$ cat config.mk
export PLATFORM = sky130hd
export DESIGN_NAME = jpeg_frame_sequencer_flat
export DESIGN_NICKNAME = d
export VERILOG_FILES = /design/src/rtl/jpeg_frame_sequencer_if.sv /design/src/rtl/jpeg_frame_sequencer.sv /design/src/flat_wrapper.sv
export SDC_FILE = /design/constraint.sdc
export NUM_CORES = 1
export LEC_CHECK = 0
export ABC_AREA = 1
export BUFFER_PORTS_ARGS = -buffer_cell sky130_fd_sc_hd__buf_2
export CORE_ASPECT_RATIO = 1.2
export CORE_MARGIN = 4
export CORE_UTILIZATION = 33
export CTS_BUF_LIST = sky130_fd_sc_hd__clkbuf_8
export DETAILED_ROUTE_END_ITERATION = 10
export HOLD_SLACK_MARGIN = 0.12
export SLEW_MARGIN = 5
export SYNTH_ARGS = -nofsm -noshare
export SYNTH_HDL_FRONTEND = slang
export SYNTH_SLANG_ARGS = --single-unit
$ cat constraint.sdc
create_clock -name i_clock -period 2.9 [get_ports i_clock]
set_input_delay 0.58 -clock i_clock [delete_from_list [all_inputs] [get_ports i_clock]]
set_output_delay 0.58 -clock i_clock [all_outputs]
set_load 0.005 [all_outputs]
$ cat src/rtl/jpeg_frame_sequencer_if.sv
// Byte-stream bundle between the frame sequencer, its header ROM and the output pins.
// The slave side is the sequencer; the master side is the surrounding datapath.
interface jpeg_frame_sequencer_if #(
    parameter int HDR_ADDR_WIDTH = 10
);
    logic                      frame_start;
    logic                      frame_end;
    logic                      ent_valid;
    logic [7:0]                ent_data;
    logic [HDR_ADDR_WIDTH-1:0] hdr_rom_addr;
    logic [7:0]                hdr_rom_data;
    logic                      out_valid;
    logic [7:0]                out_data;
    logic                      busy;
    logic                      frame_done;
    logic                      overflow;
    logic                      protocol_err;

    modport slave (
        input  frame_start, frame_end, ent_valid, ent_data, hdr_rom_data,
        output hdr_rom_addr, out_valid, out_data, busy, frame_done, overflow, protocol_err
    );

    modport master (
        output frame_start, frame_end, ent_valid, ent_data, hdr_rom_data,
        input  hdr_rom_addr, out_valid, out_data, busy, frame_done, overflow, protocol_err
    );
endinterface

$ cat src/rtl/jpeg_frame_sequencer.sv
// Frame output scheduler: header ROM bytes, then buffered/bypassed entropy bytes, then EOI.
// state    | meaning
// IDLE     | waiting for frame_start; ROM address parked at 0
// HEADER   | streaming header ROM bytes, entropy bytes queued in FIFO
// BODY     | draining FIFO, else bypassing live entropy bytes
// EOI_FF   | 0xFF of the EOI marker is on the pins
// EOI_D9   | 0xD9 of the EOI marker is on the pins, frame_done high
module jpeg_frame_sequencer #(
    parameter int HEADER_LENGTH   = 589,
    parameter int HDR_ADDR_WIDTH  = 10,
    parameter int FIFO_DEPTH_LOG2 = 6
) (
    input  logic                  i_clock,
    input  logic                  i_nreset,
    jpeg_frame_sequencer_if.slave io_bus
);
    localparam int AW = HDR_ADDR_WIDTH;
    localparam int FW = FIFO_DEPTH_LOG2;
    localparam int DEPTH = 1 << FW;
    localparam logic [AW-1:0] LP_HDR_LAST = AW'(HEADER_LENGTH - 1);
    localparam logic [AW-1:0] LP_HDR_ONE  = AW'(1);
    localparam logic [FW:0]   LP_PTR_ONE  = (FW + 1)'(1);

    typedef enum logic [2:0] {
        S_IDLE,
        S_HEADER,
        S_BODY,
        S_EOI_FF,
        S_EOI_D9
    } state_t;

    state_t          r_state;
    state_t          w_state_nxt;
    logic [AW-1:0]   r_hdr_addr;
    logic [AW-1:0]   w_hdr_addr_nxt;
    logic [AW-1:0]   r_hdr_left;
    logic [AW-1:0]   w_hdr_left_nxt;
    logic            r_end_latch;
    logic            w_end_latch_nxt;
    logic            r_out_valid;
    logic            w_out_valid_nxt;
    logic [7:0]      r_out_data;
    logic [7:0]      w_out_data_nxt;
    logic            r_busy;
    logic            r_frame_done;
    logic            w_frame_done_nxt;
    logic            r_overflow;
    logic            r_protocol_err;
    logic            w_drop;
    logic            w_perr;

    logic [7:0]      r_mem [DEPTH];
    logic [FW:0]     r_wr_ptr;
    logic [FW:0]     r_rd_ptr;
    logic            w_push;
    logic            w_pop;
    logic            w_empty;
    logic            w_full;
    logic [7:0]      w_fifo_head;

    assign w_empty     = (r_wr_ptr == r_rd_ptr);
    assign w_full      = (r_wr_ptr[FW] != r_rd_ptr[FW]) &&
                         (r_wr_ptr[FW-1:0] == r_rd_ptr[FW-1:0]);
    assign w_fifo_head = r_mem[r_rd_ptr[FW-1:0]];

    always_comb begin
        w_state_nxt      = r_state;
        w_hdr_addr_nxt   = r_hdr_addr;
        w_hdr_left_nxt   = r_hdr_left;
        w_end_latch_nxt  = r_end_latch;
        w_out_valid_nxt  = 1'b0;
        w_out_data_nxt   = 8'h00;
        w_frame_done_nxt = 1'b0;
        w_push           = 1'b0;
        w_pop            = 1'b0;
        w_drop           = 1'b0;
        w_perr           = 1'b0;

        case (r_state)
            S_IDLE: begin
                if (io_bus.ent_valid) begin
                    w_perr = 1'b1;
                end
                if (io_bus.frame_start) begin
                    // Address 0 is already on the ROM this cycle, so the next one is 1.
                    w_state_nxt     = S_HEADER;
                    w_hdr_left_nxt  = LP_HDR_LAST;
                    w_hdr_addr_nxt  = (LP_HDR_LAST != '0) ? LP_HDR_ONE : '0;
                    w_end_latch_nxt = 1'b0;
                end
            end

            S_HEADER: begin
                w_out_valid_nxt = 1'b1;
                w_out_data_nxt  = io_bus.hdr_rom_data;
                if (r_hdr_left == '0) begin
                    w_state_nxt    = S_BODY;
                    w_hdr_addr_nxt = '0;
                end else begin
                    w_hdr_left_nxt = r_hdr_left - LP_HDR_ONE;
                    if (r_hdr_addr != LP_HDR_LAST) begin
                        w_hdr_addr_nxt = r_hdr_addr + LP_HDR_ONE;
                    end
                end
                if (io_bus.ent_valid) begin
                    w_push = !w_full;
                    w_drop = w_full;
                end
                if (io_bus.frame_end) begin
                    w_end_latch_nxt = 1'b1;
                end
                w_perr = io_bus.frame_start;
            end

            S_BODY: begin
                if (!w_empty) begin
                    // Popping frees a slot, so a push is always accepted here.
                    w_pop           = 1'b1;
                    w_push          = io_bus.ent_valid;
                    w_out_valid_nxt = 1'b1;
                    w_out_data_nxt  = w_fifo_head;
                end else if (io_bus.ent_valid) begin
                    w_out_valid_nxt = 1'b1;
                    w_out_data_nxt  = io_bus.ent_data;
                end else if (r_end_latch) begin
                    w_state_nxt     = S_EOI_FF;
                    w_out_valid_nxt = 1'b1;
                    w_out_data_nxt  = 8'hFF;
                end
                if (io_bus.frame_end) begin
                    w_end_latch_nxt = 1'b1;
                end
                w_perr = io_bus.frame_start;
            end

            S_EOI_FF: begin
                w_state_nxt      = S_EOI_D9;
                w_out_valid_nxt  = 1'b1;
                w_out_data_nxt   = 8'hD9;
                w_frame_done_nxt = 1'b1;
                w_drop           = io_bus.ent_valid;
                w_perr           = io_bus.frame_start;
            end

            S_EOI_D9: begin
                w_state_nxt = S_IDLE;
                w_drop      = io_bus.ent_valid;
                w_perr      = io_bus.frame_start;
            end

            default: begin
                w_state_nxt = S_IDLE;
            end
        endcase
    end

    always_ff @(posedge i_clock) begin
        if (!i_nreset) begin
            r_state        <= S_IDLE;
            r_hdr_addr     <= '0;
            r_hdr_left     <= '0;
            r_end_latch    <= 1'b0;
            r_out_valid    <= 1'b0;
            r_out_data     <= 8'h00;
            r_busy         <= 1'b0;
            r_frame_done   <= 1'b0;
            r_overflow     <= 1'b0;
            r_protocol_err <= 1'b0;
            r_wr_ptr       <= '0;
            r_rd_ptr       <= '0;
        end else begin
            r_state        <= w_state_nxt;
            r_hdr_addr     <= w_hdr_addr_nxt;
            r_hdr_left     <= w_hdr_left_nxt;
            r_end_latch    <= w_end_latch_nxt;
            r_out_valid    <= w_out_valid_nxt;
            r_out_data     <= w_out_data_nxt;
            r_busy         <= (w_state_nxt != S_IDLE);
            r_frame_done   <= w_frame_done_nxt;
            r_overflow     <= r_overflow | w_drop;
            r_protocol_err <= r_protocol_err | w_perr;
            if (w_push) begin
                r_wr_ptr <= r_wr_ptr + LP_PTR_ONE;
            end
            if (w_pop) begin
                r_rd_ptr <= r_rd_ptr + LP_PTR_ONE;
            end
        end
    end

    always_ff @(posedge i_clock) begin
        if (i_nreset && w_push) begin
            r_mem[r_wr_ptr[FW-1:0]] <= io_bus.ent_data;
        end
    end

    assign io_bus.hdr_rom_addr = r_hdr_addr;
    assign io_bus.out_valid    = r_out_valid;
    assign io_bus.out_data     = r_out_data;
    assign io_bus.busy         = r_busy;
    assign io_bus.frame_done   = r_frame_done;
    assign io_bus.overflow     = r_overflow;
    assign io_bus.protocol_err = r_protocol_err;
endmodule

$ cat src/flat_wrapper.sv
// flat-port wrapper written by rule: the top's interface ports become plain ports
module jpeg_frame_sequencer_flat 
#(
    parameter int HEADER_LENGTH   = 589,
    parameter int HDR_ADDR_WIDTH  = 10,
    parameter int FIFO_DEPTH_LOG2 = 6
)
  (i_clock, i_nreset, io_bus_frame_start, io_bus_frame_end, io_bus_ent_valid, io_bus_ent_data, io_bus_hdr_rom_data, io_bus_hdr_rom_addr, io_bus_out_valid, io_bus_out_data, io_bus_busy, io_bus_frame_done, io_bus_overflow, io_bus_protocol_err);
  jpeg_frame_sequencer_if #(.HDR_ADDR_WIDTH(HDR_ADDR_WIDTH)) io_bus_i ();
  input  logic i_clock;
  input  logic i_nreset;
  input wire logic [$bits(io_bus_i.frame_start)-1:0] io_bus_frame_start;
  input wire logic [$bits(io_bus_i.frame_end)-1:0] io_bus_frame_end;
  input wire logic [$bits(io_bus_i.ent_valid)-1:0] io_bus_ent_valid;
  input wire logic [$bits(io_bus_i.ent_data)-1:0] io_bus_ent_data;
  input wire logic [$bits(io_bus_i.hdr_rom_data)-1:0] io_bus_hdr_rom_data;
  output wire logic [$bits(io_bus_i.hdr_rom_addr)-1:0] io_bus_hdr_rom_addr;
  output wire logic [$bits(io_bus_i.out_valid)-1:0] io_bus_out_valid;
  output wire logic [$bits(io_bus_i.out_data)-1:0] io_bus_out_data;
  output wire logic [$bits(io_bus_i.busy)-1:0] io_bus_busy;
  output wire logic [$bits(io_bus_i.frame_done)-1:0] io_bus_frame_done;
  output wire logic [$bits(io_bus_i.overflow)-1:0] io_bus_overflow;
  output wire logic [$bits(io_bus_i.protocol_err)-1:0] io_bus_protocol_err;
  assign io_bus_i.frame_start = io_bus_frame_start;
  assign io_bus_i.frame_end = io_bus_frame_end;
  assign io_bus_i.ent_valid = io_bus_ent_valid;
  assign io_bus_i.ent_data = io_bus_ent_data;
  assign io_bus_i.hdr_rom_data = io_bus_hdr_rom_data;
  assign io_bus_hdr_rom_addr = io_bus_i.hdr_rom_addr;
  assign io_bus_out_valid = io_bus_i.out_valid;
  assign io_bus_out_data = io_bus_i.out_data;
  assign io_bus_busy = io_bus_i.busy;
  assign io_bus_frame_done = io_bus_i.frame_done;
  assign io_bus_overflow = io_bus_i.overflow;
  assign io_bus_protocol_err = io_bus_i.protocol_err;
  jpeg_frame_sequencer #(.HEADER_LENGTH(HEADER_LENGTH), .HDR_ADDR_WIDTH(HDR_ADDR_WIDTH), .FIFO_DEPTH_LOG2(FIFO_DEPTH_LOG2)) u_core (.i_clock(i_clock), .i_nreset(i_nreset), .io_bus(io_bus_i));
endmodule
Yosys cells after proc, flatten, opt, wreduce, memory -nomap -nowiden

Memories as Yosys holds them, arrays and structs flattened. A register that Yosys moved wholly into a read port is not among the register bits.
Index checks and enable logic that the tools add are counted.

Output and inout bits: 23
Word-level logic and storage cells: 84
Input bits: 21
Memories kept: 1
Bits in latches: 0
Flip-flop bits (word level): 51
Memory bits (writable): 512
Memory bits (read-only): 0

Memory list:

| memory       | depth | width | read ports | clocked after Yosys merged registers in | write ports | RTL line                   | RTL |
|---|---|---|---|---|---|---|---|
| u_core.r_mem | 64    | 8     | 1          | 1                                       | 1           | jpeg_frame_sequencer.sv:52 | `logic [7:0] r_mem [DEPTH];` |

Mux-type cells: 38
$add $sub $neg: 4
Shift-type cells: 0
Reductions and logical operators: 15
Order comparisons: 0
Bitwise operators: 2
Equal/unequal tests: 12
Divide/modulo/power cells: 0
$mul: 0

Operator list:

| kind                    | number |
|---|---|
| $mux W10                | 5 |
| $pmux W10 S2            | 2 |
| $mux W8                 | 3 |
| $pmux W8 S3             | 1 |
| $mux W3                 | 5 |
| $add A7 B1 Y7 const B   | 2 |
| $mux W1                 | 14 |
| $mux W6                 | 2 |
| $pmux W3 S4             | 1 |
| $add A10 B1 Y10 const B | 1 |
| $logic_not A10 Y1       | 1 |
| $ne A10 B10 Y1 const B  | 1 |
| $pmux W1 S2             | 5 |
| $sub A10 B1 Y10 const B | 1 |
| $reduce_and A3 Y1       | 3 |
| $eq A7 B7 Y1            | 1 |
| $eq A3 B2 Y1 const B    | 2 |
| $eq A6 B6 Y1            | 1 |
| $reduce_or A2 Y1        | 3 |
| $ne A2 B2 Y1 const B    | 2 |
| $reduce_bool A2 Y1      | 2 |
| $reduce_or A4 Y1        | 1 |
| $eq A3 B1 Y1 const B    | 1 |
| $eq A3 B3 Y1 const B    | 1 |
| other kinds (8)         | 10 |

Depth between registers and ports, before layout

Gate-level depths: netlist of the first run.

Depth in word-level cells: 8
Gate-level depth with buffers: 14
Gate-level depth less buffers: 11

Least setup slack after synthesis of the first run

No wires, ideal clock.

Path type: flip-flop to flip-flop
From: register u_core.r_wr_ptr[3]
To: memory u_core.r_mem[60][0] (enable)
Data arrival time: 1.894 ns
Buffers on the path: 1
Required time: 2.517 ns
Library setup time: 0.383 ns
Clock period less this slack: 2.277 ns
Setup slack: 0.623 ns
Stages on the path, launching flop included: 13
Path through: dfxtp_1 -> buf_4 -> clkinv_2 -> nand2_1 -> nand4_1 -> nor2_2 -> nand3_1 -> nand3_1 -> nand2_1 -> nand2_1 -> inv_1 -> nand3_1 -> nor3_1

Longest elaborated chain between the ends: 8
Elaborated cells on any way between the ends: 10
Classes of those cells: 2 x eq/ne; 5 x mux; 3 x reduce/logical

Ends and longest elaborated chain:

| element                       | RTL line                    | RTL |
|---|---|---|
| start: declaration            | jpeg_frame_sequencer.sv:53  | `logic [FW:0] r_wr_ptr;` |
| start signal: assignment      | jpeg_frame_sequencer.sv:183 | `r_wr_ptr <= r_wr_ptr + LP_PTR_ONE;` |
| $eq A6 B6 Y1                  | jpeg_frame_sequencer.sv:63  | `(r_wr_ptr[FW-1:0] == r_rd_ptr[FW-1:0]);` |
| $logic_and A1 B1 Y1           | jpeg_frame_sequencer.sv:62  | `assign w_full = (r_wr_ptr[FW] != r_rd_ptr[FW]) &&` |
| $logic_not A1 Y1              | jpeg_frame_sequencer.sv:106 | `w_push = !w_full;` |
| $mux W1                       | jpeg_frame_sequencer.sv:105 | `if (io_bus.ent_valid) begin` |
| $pmux W1 S2                   | jpeg_frame_sequencer.sv:79  | `case (r_state)` |
| $logic_and A1 B1 Y1           | jpeg_frame_sequencer.sv:192 | `if (i_nreset && w_push) begin` |
| $mux W1                       | jpeg_frame_sequencer.sv:192 |  |
| $mux W1 (implied by the code) | jpeg_frame_sequencer.sv:193 | `r_mem[r_wr_ptr[FW-1:0]] <= io_bus.ent_data;` |
| end: declaration              | jpeg_frame_sequencer.sv:52  |  |

Several ways; a longest one is shown, not always the timed one.

Worst setup path in the final report of the first run

From: register u_core.r_wr_ptr[5]
To: memory u_core.r_mem[33][4] (enable)

The elaborated chain is that of the path after synthesis.

==> metrics.log, run 1 <==
[metrics] combinational share of power: under 10%
[metrics] maximum net fanout on the critical path: 10
[metrics] type of the worst setup path: reg2reg
[metrics] maximum resistive drop on vdd: approximately 0.38 mV
[metrics] area grow syn2layout: 13.2%
[metrics] wire length after detailed routing: around 65000 um
[metrics] Synth area leaders: sky130_fd_sc_hd__edfxtp_1 (65%), sky130_fd_sc_hd__nand2_1 (11%), sky130_fd_sc_hd__nand3_1 (9.7%)
[metrics] average routed wire per standard cell: 20.0 um
[metrics] Seq pwr share: between 50 and 60%
[metrics] time the worst path needs with I/O delays and setup: ~2.7 ns
[metrics] static leakage power: slightly below 10 nW
[metrics] row count: 107
[metrics] cell family contributing the most delay on the critical path: simple AND/OR/NAND/NOR gates
[metrics] Die ar.: roughly 0.077 mm2
[metrics] count of unique library cells instantiated by Yosys: 49
[metrics] synthesized-area fraction occupied by ao, oa, aoi and oai cells: 2.04%
[metrics] footprint of the multi-input gates: between 0.006 and 0.007 mm2
[metrics] Cell Chain, Critical Path: inv_1 -> nor2_1 -> nor3_1 -> nand3_1 -> nand3_1 -> nand2_1 -> buf_4 -> inv_6 -> nor2_8 -> nand2_4 -> nor2_1
[metrics] cts bufs inserted: 86
[metrics] DRC violations left: 0
[metrics] PnR Total Power: between 15 and 20 mW
[metrics] GR Util All Layers: approximately 17%
[metrics] number of enable-type register cells in the synthesized netlist: ~510
[metrics] required time worst endpoint: ~3.2 ns
[metrics] post-synthesis register bit count: between 500 and 600
[metrics] dpl hpwl: slightly above 40000 um
[metrics] commonest non-fill, non-tap cell in the layout: sky130_fd_sc_hd__nand2_1
[metrics] clock-pin slew reported for the worst setup and hold paths after clock tree synthesis: approximately 0.070 ns
[metrics] Port Buf Inserts: 43
[metrics] Detailed Routing Iterations Pass 1: 7
[metrics] fraction of power spent switching nets: 23.7%
[metrics] instance area after placement: ~0.025 mm2
[metrics] Bufs and invs on worst path: 3
[metrics] syn_nets: 2216
[metrics] Placeable Area: roughly 0.07 mm2
[metrics] grt total ovfl: 0
[metrics] pwr/cell area: 624 mW/mm2
[metrics] clock latency of the later-clocked register in the worst-skew pair: 0.69 ns
[metrics] YS warnings: 0
[metrics] library cell contributing the largest single delay on the critical path: sky130_fd_sc_hd__nor2_1
[metrics] number of clock sinks: approximately 570
[metrics] initial detailed-routing violation count: approximately 1500
[metrics] Layout fillers: ~7000
[metrics] highest-count cells in the layout ignoring fill and taps: sky130_fd_sc_hd__nand2_1 (716), sky130_fd_sc_hd__edfxtp_1 (512), sky130_fd_sc_hd__nand3_1 (460)
[metrics] final worst-path setup slack: just over 0.2 ns
[metrics] post-layout utilization of the core: between 30% and 40%
[metrics] total non-filler cell area in the finished layout: around 0.027 mm2
[metrics] setup tns final: 0 ns
[metrics] starting density of the core: 33.5%
[metrics] Synth Area in XOR/XNOR: less than 1%
[metrics] nets: roughly 2300
[metrics] worst-case headroom to the max-slew limit: a little under a third
[metrics] setup repair after global routing missed its margin: no
[metrics] Chip Width: between 200 and 300 um
[metrics] largest net degree at the start of global routing: roughly 130
[metrics] share of layout cells above drive strength 1: 11.0%
[metrics] Final Cycle Share: between 90 and 100%
[metrics] vias in the first global route: 16799
[metrics] number of antenna violations at the first check in global routing: 1
[metrics] number of setup violations in the final report: 0
[metrics] number of hold violations in the final report: 0
[metrics] pre-CTS worst setup slack: roughly 0.24 ns
[metrics] share of synthesized area spent on multiplexers: 0%
[metrics] Cells after Synth: ~2200
[metrics] average footprint of a synthesized cell: roughly 11 um2
[metrics] CTS tree: built
[metrics] clk_skew: 0.0415 ns
[metrics] fraction of the yosys area taken by sequential cells: between 60% and 70%
[metrics] Post-Syn Area: between 0.02 and 0.025 mm2
[metrics] number of pins exceeding their max-slew limit in the final report: 0
[metrics] Highest Clock Rate: 0.371 GHz
[metrics] post-DR vias/cell: about 5.1
[metrics] first-pass GRT wire length: ~98000 um
[metrics] final antenna-violating net count: 0
[metrics] status: finished clean
[metrics] critical path launch point type: register
[metrics] root buffer cell: sky130_fd_sc_hd__clkbuf_8
[metrics] Die Span Y: slightly above 300 um
[metrics] Vias: between 15000 and 20000
[metrics] setup bufs post-CTS: 0
[metrics] H-Tree Level Count: 3
[metrics] buffer depth of the longest clock path: 3
[metrics] largest family of logic cells by synthesized area: simple AND/OR/NAND/NOR gates
[metrics] Maximum Capacitance Violations: 0
[metrics] register cell area after layout: ~0.017 mm2
[metrics] Tightest Pin Transition: 1.04 ns
[metrics] Post-Synth Adder-Cell Area: less than 1%
[metrics] proportion of power drawn by the clock network: about two fifths
[metrics] top cell type's share of synthesized area: 64.5%
[metrics] Net Sw Power: about 4.0 mW
[metrics] routability congestion estimate: around 0.88
[metrics] Arr. time, crit path: ~3 ns
[metrics] top flip-flop cell by instance count after synthesis: sky130_fd_sc_hd__edfxtp_1
[metrics] cell internal pwr: between 10 and 15 mW
[metrics] Simple-Gate Fraction of Synth Area: between 20% and 30%
[metrics] Largest stage delay, worst path: roughly 0.58 ns
[metrics] Async SR Flop Fraction: 0%
[metrics] I/O pin cnt: 44
[metrics] Crit. End Element: register
[metrics] cell taking the most area after synthesis: sky130_fd_sc_hd__edfxtp_1
[metrics] worst min path class: in2reg
-- cell usage after synthesis (4+ instances only) --
cell type                  count
sky130_fd_sc_hd__a21oi_1      50
sky130_fd_sc_hd__a31oi_1       4
sky130_fd_sc_hd__buf_1        18
sky130_fd_sc_hd__buf_2        58
sky130_fd_sc_hd__buf_4        13
sky130_fd_sc_hd__buf_6         6
sky130_fd_sc_hd__clkbuf_1     29
sky130_fd_sc_hd__dfxtp_1      57
sky130_fd_sc_hd__edfxtp_1    512
sky130_fd_sc_hd__ha_1          5
sky130_fd_sc_hd__inv_1        51
sky130_fd_sc_hd__inv_2         5
sky130_fd_sc_hd__nand2_1     716
sky130_fd_sc_hd__nand2_4       7
sky130_fd_sc_hd__nand3_1     460
sky130_fd_sc_hd__nand4_1       7
sky130_fd_sc_hd__nor2_1      105
sky130_fd_sc_hd__nor3_1       14
sky130_fd_sc_hd__o21ai_0      23
sky130_fd_sc_hd__xnor2_1       4
sky130_fd_sc_hd__xor2_1        6
-- layer usage --
| layer | global-route usage [%] | vias to the layer above | share of wire, % | wire (um) |
|---|---|---|---|---|
| li1 | - | 7744 | - | - |
| met1 | 19.6 | 8013 | 37 | 24200 |
| met2 | 31.1 | 619 | 53 | 34400 |
| met3 | 2.77 | 126 | 6.5 | 4240 |
| met4 | 6.36 | 0 | 3.1 | 2040 |
| met5 | 0 | - | 0 | 0 |
-- state kept, by name (all words and copies together), names as in the netlist, named ones only --
name	count
u_core.io_bus.busy	1
u_core.r_end_latch	1
u_core.r_rd_ptr	7
u_core.r_mem	512
u_core.io_bus.overflow	1
u_core.io_bus.frame_done	1
u_core.io_bus.out_valid	1
u_core.io_bus.hdr_rom_addr	10
u_core.r_wr_ptr	7
u_core.io_bus.protocol_err	1
u_core.r_state	3
u_core.r_hdr_left	10
u_core.io_bus.out_data	8
-- layout make-up --
cell class	instances	share of cell area [%]
antenna	2	0.0186
tap	926	4.29
timing repair buffer	103	3.28
inverter	61	0.928
multi-input combinational	1436	23.9
clock buffer	93	4.74
sequential	569	61.3
clock inverter	65	1.60
-- timing repair --
action / 4_1_cts / 5_1_grt
resized for setup: 0 / 1
endpoints found under the hold margin: 3 / 0
endpoints found under the setup margin: 0 / 1
hold buffers: 3 / 0
-- metrics by stage --
| stage | instances | hold slack (ns) |
|---|---|---|
| floorplan | 2190 | 0.442 |
| global placement | 3092 | 0.455 |
| detailed placement | 3092 | 0.471 |
| CTS | 3253 | 0.130 |
| global route | 3254 | 0.148 |
| finish | 3255 | 0.190 |
-- final timing paths --
path | from | end | slack, ns | cells past startpoint
setup / recovery | u_core.r_wr_ptr[5] | u_core.r_mem[33][4] | 0.20 | 11
hold / removal | io_bus_hdr_rom_data[5] | u_core.io_bus.out_data[5] | 0.19 | 3
setup reg to reg | u_core.r_wr_ptr[5] | u_core.r_mem[33][4] | 0.20 | 11
hold reg to reg | u_core.r_hdr_left[9] | u_core.r_hdr_left[9] | 0.48 | 2
-- logic make-up after synthesis --
logic type	Yosys count
compound gates	88
xor+xnor	10
buf+inv	185
flops	569
fa+ha+maj	5
simple gates	1333
-- worst register-to-register path: cells and delay by family, from the launching register on --
family	cells	cell delay, ns
AND/OR/NAND/NOR	8	1.40
flip-flops	1	0.51
buffers and inverters	3	0.40
-- power by group through the flow --
stage               registers (mW)  clock network (mW)  logic (mW)
finish                        9.07                6.60        1.16
detailed placement            9.24                   0        1.16
CTS                           9.07                6.71        1.17
floorplan                     9.23                   0       0.683
global route                  9.07                7.09        1.27
global placement              9.24                   0        1.15
Note: power is estimated with default switching activity, not from simulation.
==> run 2, diff against run 1 <==
Settings changed: RECOVER_POWER set to 25.
==> metrics.log, run 2 (synthesized netlist as in run 1, its figures left out) <==
[metrics] clock-pin slew reported for the worst setup and hold paths after clock tree synthesis: roughly 0.070 ns
[metrics] I/O pin cnt: 44
[metrics] capturing point of the worst reg2reg path: u_core.r_mem[33][4]
[metrics] setup repair after global routing missed its margin: no
[metrics] Port Buf Inserts: 43
[metrics] number of pins exceeding their max-slew limit in the final report: about 300
[metrics] Cell Chain, Critical Path: xor2_1 -> nor3_1 -> nand3_1 -> nand3_1 -> nand2_1 -> buf_4 -> inv_6 -> nor2_8 -> nand2_4 -> nor2_1
[metrics] type of the worst setup path: reg2reg
[metrics] instance area after placement: around 0.025 mm2
[metrics] commonest non-fill, non-tap cell in the layout: sky130_fd_sc_hd__nand2_1
[metrics] routability congestion estimate: approximately 0.88
[metrics] worst min path class: in2reg
[metrics] number of clock sinks: 569
[metrics] nets: approximately 2300
[metrics] Layout fillers: about 7000
[metrics] Placeable Area: slightly above 0.07 mm2
[metrics] Crit. End Element: register
[metrics] library cell contributing the largest single delay on the critical path: sky130_fd_sc_hd__nor2_1
[metrics] source of the worst hold timing path: io_bus_hdr_rom_data[5]
[metrics] status: finished, violations left
[metrics] Die Span Y: about 300 um
[metrics] number of antenna violations at the first check in global routing: 1
[metrics] final antenna-violating net count: 0
[metrics] PnR Total Power: between 15 and 20 mW
[metrics] largest net degree at the start of global routing: 129
[metrics] starting density of the core: about a third
[metrics] violations in the final reports: capacitance limit, slew limit
[metrics] required time worst endpoint: about 3.2 ns
[metrics] critical path launch point type: register
[metrics] dpl hpwl: 41500 um
[metrics] Chip Width: 253 um
[metrics] Die ar.: between 0.07 and 0.08 mm2
[metrics] post-DR vias/cell: 5.06
[metrics] row count: 107
[metrics] H-Tree Level Count: 3
[metrics] time the worst path needs with I/O delays and setup: ~2.7 ns
[metrics] buffer depth of the longest clock path: 3
[metrics] average routed wire per standard cell: ~20 um
[metrics] wire length after detailed routing: around 65000 um
[metrics] initial detailed-routing violation count: between 1000 and 1500
[metrics] static leakage power: 9.61 nW
[metrics] number of setup violations in the final report: 0
[metrics] root buffer cell: sky130_fd_sc_hd__clkbuf_8
[metrics] Highest Clock Rate: about 0.37 GHz
[metrics] highest-count cells in the layout ignoring fill and taps: sky130_fd_sc_hd__nand2_1 (716), sky130_fd_sc_hd__edfxtp_1 (512), sky130_fd_sc_hd__nand3_1 (460)
[metrics] number of cells on the worst hold path: 3
[metrics] share of layout cells above drive strength 1: 10.4%
[metrics] Arr. time, crit path: 2.99 ns
[metrics] worst hold endpoint: u_core.io_bus.out_data[5]
[metrics] DRC violations left: 0
[metrics] setup bufs post-CTS: 0
[metrics] grt total ovfl: 0
[metrics] CTS tree: built
[metrics] Vias: roughly 16000
[metrics] worst reg2reg startpoint: u_core.r_wr_ptr[4]
[metrics] setup slack on the worst flop-to-flop path: just under 0.2 ns
[metrics] Final Cycle Share: between 90 and 100%
[metrics] r2r worst-path depth: 10
[metrics] Tightest Pin Transition: approximately 2.2 ns
[metrics] Detailed Routing Iterations Pass 1: 7
[metrics] vias in the first global route: between 15000 and 20000
[metrics] cts bufs inserted: between 80 and 90
[metrics] clock latency of the later-clocked register in the worst-skew pair: 0.69 ns
[metrics] number of hold violations in the final report: 0
[metrics] total non-filler cell area in the finished layout: between 0.02 and 0.03 mm2
[metrics] first-pass GRT wire length: approximately 100000 um
[metrics] GR Util All Layers: ~17%
[metrics] Maximum Capacitance Violations: 7
[metrics] Largest stage delay, worst path: about 0.58 ns
[metrics] area grow syn2layout: 12.7%
[metrics] maximum net fanout on the critical path: 10
[metrics] setup tns final: 0 ns
[metrics] most used cell, CP: sky130_fd_sc_hd__nand3_1
[metrics] clk_skew: ~0.036 ns
[metrics] worst-case headroom to the max-slew limit: -47.4%
[metrics] Largest register FFs: approximately 500
[metrics] maximum resistive drop on vdd: 0.376 mV
[metrics] pwr/cell area: 626 mW/mm2
[run 2: changes by cell type in the layout (fill, tap and decap cells not counted), sizes merged]
cell,previous run,this run
buf,100,82
clkbuf,93,111
diode,2,1
[run 2: per-layer routing]
metal	share of wire (%)	GRT usage [%]	vias to the layer above
li1	-	-	7743
met1	38	19.6	8020
met2	53	31.1	560
met3	5.7	2.77	131
met4	3.4	6.36	0
met5	0	0	-
[run 2: final cells by class]
class,count,area [um2],share of cell area [%]
antenna,1,2.50,0.00932
tap,926,1160,4.32
clock inverter,65,432,1.61
multi-input combinational,1436,6440,24.0
sequential,569,16500,61.6
timing repair buffer,103,756,2.82
inverter,61,250,0.932
clock buffer,93,1280,4.77
[run 2: worst max-delay path, delay by kind of cell, from the launching register on]
family,cells,cell delay [ns]
AND/OR/NAND/NOR,7,1.29
flip-flops,1,0.57
buffers and inverters,2,0.27
XOR/XNOR,1,0.18
[run 2: what timing repair did]
item	CTS	global route
resized for setup	0	1
setup endpoints to repair	0	1
hold endpoints to repair	3	0
hold buffers	3	0
[run 2: report_power, final]
group	switching, mW	internal (mW)
combinational	0.817	0.316
clock	3.09	3.50
sequential	0.0719	9.01
[run 2: per-stage QoR]
stage                     util, %  hold slack (ns)  worst slack [ns]  instances
after floorplan                 -            0.442             0.623       2190
after global placement       35.4            0.455             0.309       3092
after detailed placement     35.4            0.471             0.241       3092
after CTS                    37.9            0.130             0.221       3253
after global routing         37.7            0.148           0.00845       3254
final                        37.7            0.192             0.198       3254
[run 2: how the worst max path moves through the flow]
stage / slack (ns) / cells after the start / to / start
after global placement: 0.31 / 10 / u_core.r_mem[33][3] / u_core.r_wr_ptr[4]
after floorplan: 0.62 / 12 / u_core.r_mem[60][0] / u_core.r_wr_ptr[3]
after CTS: 0.22 / 11 / u_core.r_mem[33][4] / u_core.r_wr_ptr[5]
after detailed placement: 0.24 / 11 / u_core.r_mem[17][1] / u_core.r_wr_ptr[5]
final: 0.20 / 10 / u_core.r_mem[33][4] / u_core.r_wr_ptr[4]
after global routing: 0.008 / 11 / u_core.r_mem[19][1] / u_core.r_wr_ptr[5]
